$ cat src/rtl/lii_pack_join.sv
// rtl/lii_pack_join.sv - joins NLANE kernel output lanes into one registered LII phy beat
module lii_pack_join #(
    parameter int         NLANE       = 6,
    parameter int         LW          = 17,
    parameter int         PW          = 128,
    parameter logic [7:0] SRC_ID      = 8'h00,
    parameter logic [7:0] DST_ID      = 8'h00,
    parameter int         FRAME_BEATS = 0
) (
    input  logic                  aclk,
    input  logic                  arstn,
    input  logic [NLANE*LW-1:0]   s_tdata,
    input  logic [NLANE-1:0]      s_tvalid,
    output logic [NLANE-1:0]      s_tready,
    output logic [PW-1:0]         lii_out_tdata,
    output logic                  lii_out_tvalid,
    input  logic                  lii_out_tready,
    output logic                  lii_out_tlast,
    output logic [7:0]            lii_out_src,
    output logic [7:0]            lii_out_dst,
    output logic                  ce,
    output logic [31:0]           beat_cnt
);

    generate
        if (NLANE < 1 || NLANE > 16 || NLANE * LW > PW) begin : g_bad_cfg
            $error("lii_pack_join: NLANE must be 1..16 and NLANE*LW must fit in PW");
        end
    endgenerate

    logic [NLANE-1:0] full;
    logic [NLANE-1:0] accept;
    logic [LW-1:0]    slot_data [NLANE];
    logic             rst_done;
    logic             out_free;
    logic             xfer;
    logic             tlast_next;
    logic [PW-1:0]    beat_word;

    assign out_free    = ~lii_out_tvalid | lii_out_tready;
    assign xfer        = (&full) & out_free;
    // A full lane may still accept in the cycle its slot drains into the output stage.
    assign s_tready    = {NLANE{rst_done}} & (~full | {NLANE{xfer}});
    assign accept      = s_tvalid & s_tready;
    assign ce          = &s_tready;
    assign lii_out_src = SRC_ID;
    assign lii_out_dst = DST_ID;

    always_ff @(posedge aclk or negedge arstn) begin
        if (!arstn) begin
            rst_done <= 1'b0;
        end else begin
            rst_done <= 1'b1;
        end
    end

    always_ff @(posedge aclk or negedge arstn) begin
        if (!arstn) begin
            full <= '0;
            for (int i = 0; i < NLANE; i++) begin
                slot_data[i] <= '0;
            end
        end else begin
            for (int i = 0; i < NLANE; i++) begin
                if (accept[i]) begin
                    full[i]      <= 1'b1;
                    slot_data[i] <= s_tdata[i*LW +: LW];
                end else if (xfer) begin
                    full[i] <= 1'b0;
                end
            end
        end
    end

    // Lane 0 lands in the most significant field; unused upper bits stay zero.
    always_comb begin
        beat_word = '0;
        for (int i = 0; i < NLANE; i++) begin
            beat_word[(NLANE-i)*LW-1 -: LW] = slot_data[i];
        end
    end

    generate
        if (FRAME_BEATS > 0) begin : g_frame
            localparam int            CW   = (FRAME_BEATS > 1) ? $clog2(FRAME_BEATS) : 1;
            localparam logic [CW-1:0] LAST = CW'(FRAME_BEATS - 1);
            logic [CW-1:0] frame_cnt;

            assign tlast_next = (frame_cnt == LAST);

            always_ff @(posedge aclk or negedge arstn) begin
                if (!arstn) begin
                    frame_cnt <= '0;
                end else if (xfer) begin
                    frame_cnt <= tlast_next ? '0 : frame_cnt + CW'(1);
                end
            end
        end else begin : g_no_frame
            assign tlast_next = 1'b0;
        end
    endgenerate

    always_ff @(posedge aclk or negedge arstn) begin
        if (!arstn) begin
            lii_out_tvalid <= 1'b0;
            lii_out_tdata  <= '0;
            lii_out_tlast  <= 1'b0;
        end else if (xfer) begin
            lii_out_tvalid <= 1'b1;
            lii_out_tdata  <= beat_word;
            lii_out_tlast  <= tlast_next;
        end else if (lii_out_tready) begin
            lii_out_tvalid <= 1'b0;
        end
    end

    always_ff @(posedge aclk or negedge arstn) begin
        if (!arstn) begin
            beat_cnt <= '0;
        end else if (lii_out_tvalid && lii_out_tready) begin
            beat_cnt <= beat_cnt + 32'd1;
        end
    end

endmodule

$ cat config.mk
export PLATFORM = sky130hd
export DESIGN_NAME = lii_pack_join
export DESIGN_NICKNAME = d
export VERILOG_FILES = /design/src/rtl/lii_pack_join.sv
export SDC_FILE = /design/constraint.sdc
export NUM_CORES = 1
export LEC_CHECK = 0
export BUFFER_PORTS_ARGS = -buffer_cell sky130_fd_sc_hd__buf_2
export CORE_ASPECT_RATIO = 0.5
export CORE_MARGIN = 10
export CORE_UTILIZATION = 55
export DETAILED_ROUTE_END_ITERATION = 7
export PLACE_DENSITY = 0.94
export SYNTH_ARGS = -nofsm -noshare
export SYNTH_HDL_FRONTEND = slang
export SYNTH_SLANG_ARGS = --single-unit
$ cat constraint.sdc
create_clock -name aclk -period 5.72 [get_ports aclk]
set_input_delay 1.144 -clock aclk [delete_from_list [all_inputs] [get_ports aclk]]
set_output_delay 1.144 -clock aclk [all_outputs]
set_load 0.05 [all_outputs]
[After elaboration in Yosys (flattened, before gate mapping)]
Index checks and enable logic that the tools add are counted.
Word-level totals
  bits in registers: 244
  bits in latches: 0
  bits in writable memories: 0
  ROM bits: 0
  bits of input ports: 111
  output and inout bits: 185
  logic and storage cells: 43
  memories kept: 0
Cells by class
  $add $sub $neg: 1
  $mul: 0
  divide/modulo/power cells: 0
  magnitude comparators: 0
  equal/unequal tests: 0
  shift-type cells: 0
  multiplexer cells: 9
  bitwise operators: 7
  reductions and logical operators: 10
Operator list (count)
  32-bit by 1-bit adder with 32-bit output (second input constant): 1
  2-bit nonzero test: 7
  6-bit bitwise AND: 2
  6-bit AND reduction: 2
  1-bit 2-to-1 mux: 9
  6-bit inverter: 1
  6-bit bitwise OR: 1
  1-bit bitwise AND: 1
  1-bit logical AND: 1
  1-bit inverter: 1
  1-bit bitwise OR: 1

[Logic depth before layout (Yosys ltp)]
  depth in word-level cells: 7
  gate-level depth with buffers: 8
  mapped depth without buffers: 5

[Least setup slack after synthesis]
No wires, ideal clock.
  path kind: in2out
  start: in lii_out_tready
  end: out s_tready[2]
  data arrival time: 3209 ps
  data required time: 4576 ps
  path slack: 1367 ps
  stages: 6
  path through: nand2b_1 -> or3b_1 -> buf_6 -> buf_6 -> clkbuf_1 -> a21boi_0
On the way
  longest elaborated chain between the ends: 4
Ends and longest elaborated chain
  start, declared: RTL line 17  | input logic lii_out_tready,
  1-bit bitwise OR: RTL line 40  | assign out_free = ~lii_out_tvalid | lii_out_tready;
  1-bit bitwise AND: RTL line 41  | assign xfer = (&full) & out_free;
  6-bit bitwise OR: RTL line 43  | assign s_tready = {NLANE{rst_done}} & (~full | {NLANE{xfer}});
  6-bit bitwise AND: RTL line 43
  end, declared: RTL line 14  | output logic [NLANE-1:0] s_tready,
No other way between the ends.

[Worst setup path in the final report]
  start: in lii_out_tready
  end: out s_tready[4]
Same word-level chain as after synthesis.

==> impl_metrics.csv <==
group,metric,value,unit
pwr,p_switching,3450,uW
clock_tree,htreeDepth,1,
pwr,pwr_density_cell,647,mW/mm^2
synth,synth_area_per_cell,11.6,um^2
worst_setup_path,crit_path_frequent_cell,"buf_2",
pwr,vdd_drop_max,0.332,mV
synth,synth_xor_area_share,2.72,%
route,firstDrtPassIters,5,
sta,rsz0062_at_grt,"false",
place,place_area,0.0112,mm^2
route,wl,25800,um
synth,synthSimpleGateAreaFrac,15.6,%
route,wire_per_inst,19.0,um
clock_tree,post-cts-setup-buffer-count,0,
sta,period_minus_slack,3.93,ns
synth,syn_area,0.00998,mm^2
worst_setup_path,critPathArrivalTime,2.79,ns
grt,grt_pass1_wl,40200,um
pwr,p_clk_share,19.3,%
synth,ys_async_sr_fraction,100,%
sta,tightest_slew,0.982,ns
worst_setup_path,endpoint_kind,"output port",
synth,muxShareOfSynthArea,13.5,%
sta,fin_skew,0.0159,ns
pwr,p_comb_share,42.6,%
synth,synth_top_family_by_area,"simple AND/OR/NAND/NOR gates",
clock_tree,cts_sinks,244,
place,dp_hpwl,18500,um
die,start_util,56.8,%
route,num_vias,7041,
pwr,sw_frac_of_total,44.5,%
grt,grt_max_degree,89,
clock_tree,clkTransAtPathRegs,0.06,ns
worst_setup_path,crit_type,"input port to output port",
synth,synth-main-ff-cell,"dfrtp_1",
die,rows,34,
sta,final_hold_viol_count,0,
synth,synth_compound_area_share,1.25,%
sta,slew_headroom,34.0,%
place,gp_congestion,0.855,
grt,grt_pass1_vias,7492,
clock_tree,cts_buffer_depth,3,
worst_setup_path,critPathBufInv,2,
min_path,hp-class,"flip-flop to flip-flop",
flow_run,cap_violations,0,
sta,max_freq,0.254,GHz
pwr,intPower,4300,uW
clock_tree,clk_latency,0.51,ns
synth,synth-seq-cells,244,
cells_and_area,num-nets-final,1217,
worst_setup_path,slowest_delay,0.61,ns
clock_tree,cts_tree,"yes",
die,die_area,0.0243,mm^2
grt,overflow,0,
die,die_w,210,um
die,die_h,115,um
worst_setup_path,critPathLaunchType,"input port",
worst_setup_path,crit_family,"simple AND/OR/NAND/NOR gates",
outcome,status,"complete, no violations",
cells_and_area,design_area,0.0120,mm^2
grt,antenna_found_initial,3,
sta,worst_hold_slack,0.463,ns
pwr,p_seq_share,38.1,%
sta,min_period_over_period,68.7,%
die,pin_count,296,
worst_setup_path,worstPathRequired,4.58,ns
synth,synth_cell_types,35,
cells_and_area,layout-drive-gt1-share,36.2,%
sta,timing.setup.tns,0,ns
route,ant_nets,0,
die,core_area,0.0176,mm^2
worst_setup_path,crit_slowest_cell,"or3b_4",
synth,synth_warnings,0,
clock_tree,cts_buffers,22,
route,avgViaCountPerCell,5.17,
cells_and_area,areaGrowthSynthToFinish,20.1,%
sta,setup_viol,0,
pwr,leakage,0.00652,uW
clock_tree,ctsHoldBuffers,0,
synth,synth_fa_ha_area_share,0.125,%
worst_setup_path,critical_path.max_fanout,36,
grt,track_usage,20.4,%
cells_and_area,layout_commonest_cell,"nand2_1",
synth,ys_seq_area_share,61.2,%
cells_and_area,layout_common_cells,"nand2_1, buf_2, dfrtp_1",
worst_setup_path,path_cells,"buf_2, nand2b_1, or3b_4, a21boi_0, buf_2",
route,drt_iter0_drc,492,
synth,syn_inst,859,
synth,synth_edf_count,0,
place,portBuffers,252,
sta,finalMaxSlewViolations,0,
pwr,finalPower,7750,uW
route,drc_errors,0,
clock_tree,root_buffer,"clkbuf_16",
clock_tree,cts_resized,0,
[stage by stage]
| stage | utilization [%] | setup WS [ns] | instances |
|---|---|---|---|
| 6_report | 68.2 | 1.79 | 1361 |
| 5_1_grt | 68.1 | 1.76 | 1357 |
| 4_1_cts | 68.1 | 1.87 | 1354 |
| 3_5_place_dp | 63.9 | 1.75 | 1315 |
| 3_3_place_gp | 63.9 | 1.83 | 1315 |
| 2_1_floorplan | - | 1.37 | 901 |
[tightest hold or removal path, delay by kind of cell (launching register included)]
family / cells / cell delay [ns]
flip-flops: 1 / 0.34
AND/OR/NAND/NOR: 2 / 0.10
[per-layer routing]
| metal | up-vias | track usage, % | routed length (um) | part of all wire (%) |
|---|---|---|---|---|
| met1 | 3478 | 21.8 | 9330 | 36 |
| met3 | 98 | 4.54 | 1480 | 5.7 |
| met4 | 0 | 11.2 | 1260 | 4.9 |
| met5 | - | 0 | 0 | 0 |
| li1 | 3182 | - | - | - |
| met2 | 283 | 37.7 | 13800 | 53 |
[synth_stat cells (2+ instances only)]
cell type / instances / share of area (%)
nand2_1: 327 / 12
nor4_2: 2 / 0.25
a21oi_4: 2 / 0.33
nand4_1: 11 / 0.69
and3_1: 4 / 0.25
buf_2: 4 / 0.20
clkbuf_1: 23 / 0.87
buf_4: 44 / 3.3
nor2_1: 5 / 0.19
nor3_1: 3 / 0.15
nand3_1: 14 / 0.70
and4_1: 2 / 0.18
o21ai_0: 5 / 0.25
and2_1: 3 / 0.19
a21boi_0: 4 / 0.30
xnor2_1: 24 / 2.1
inv_1: 5 / 0.19
dfrtp_1: 244 / 61
mux2_2: 53 / 6.0
xor2_1: 7 / 0.61
conb_1: 2 / 0.075
a21o_1: 4 / 0.30
mux2_4: 50 / 7.5
buf_6: 6 / 0.68
[power by group through the flow]
| stage | Combinational [uW] | Sequential [uW] | Clock (uW) |
|---|---|---|---|
| 2_1_floorplan | 1380 | 4010 | 0 |
| 3_3_place_gp | 3180 | 2910 | 0 |
| 3_5_place_dp | 3300 | 2950 | 0 |
| 4_1_cts | 3330 | 2940 | 1520 |
| 5_1_grt | 3510 | 3020 | 1590 |
| 6_report | 3300 | 2950 | 1490 |
[path summary, 6_finish.rpt]
path	cells past startpoint	slack [ns]	start	endpoint
setup / recovery	5	1.79	lii_out_tready	s_tready[4]
hold / removal	2	0.46	beat_word[87]	lii_out_tdata[87]
setup reg to reg	5	2.57	lii_out_tvalid	beat_word[36]
hold reg to reg	2	0.46	beat_word[87]	lii_out_tdata[87]
max in group asynchronous	2	3.93	arstn	beat_cnt[2]
min in group asynchronous	1	0.61	arstn	lii_out_tdata[96]
[state kept, by name (all words and copies together) (netlist names)]
| register | cells |
|---|---|
| rst_done | 1 |
| lii_out_tvalid | 1 |
| full | 6 |
| beat_cnt | 32 |
| lii_out_tdata | 102 |
| beat_word | 102 |
[final cells by class]
type,count,area (um^2)
Multi-Input combinational cell,573,3490
Fill cell,1182,5590
Antenna cell,7,17.5
Inverter,5,18.8
Clock inverter,6,72.6
Sequential cell,244,6110
Timing Repair Buffer,259,1320
Tap cell,234,293
Clock buffer,33,662
[cells by family after synthesis]
logic type,count (synthesis)
AO/OA/AOI/OAI,16
XOR/XNOR,31
adder cells (fa/ha/maj),1
buffers and inverters,84
flip-flops,244
multiplexers,103
other,2
AND/OR/NAND/NOR,378
Power figures use the tool's default switching activity.
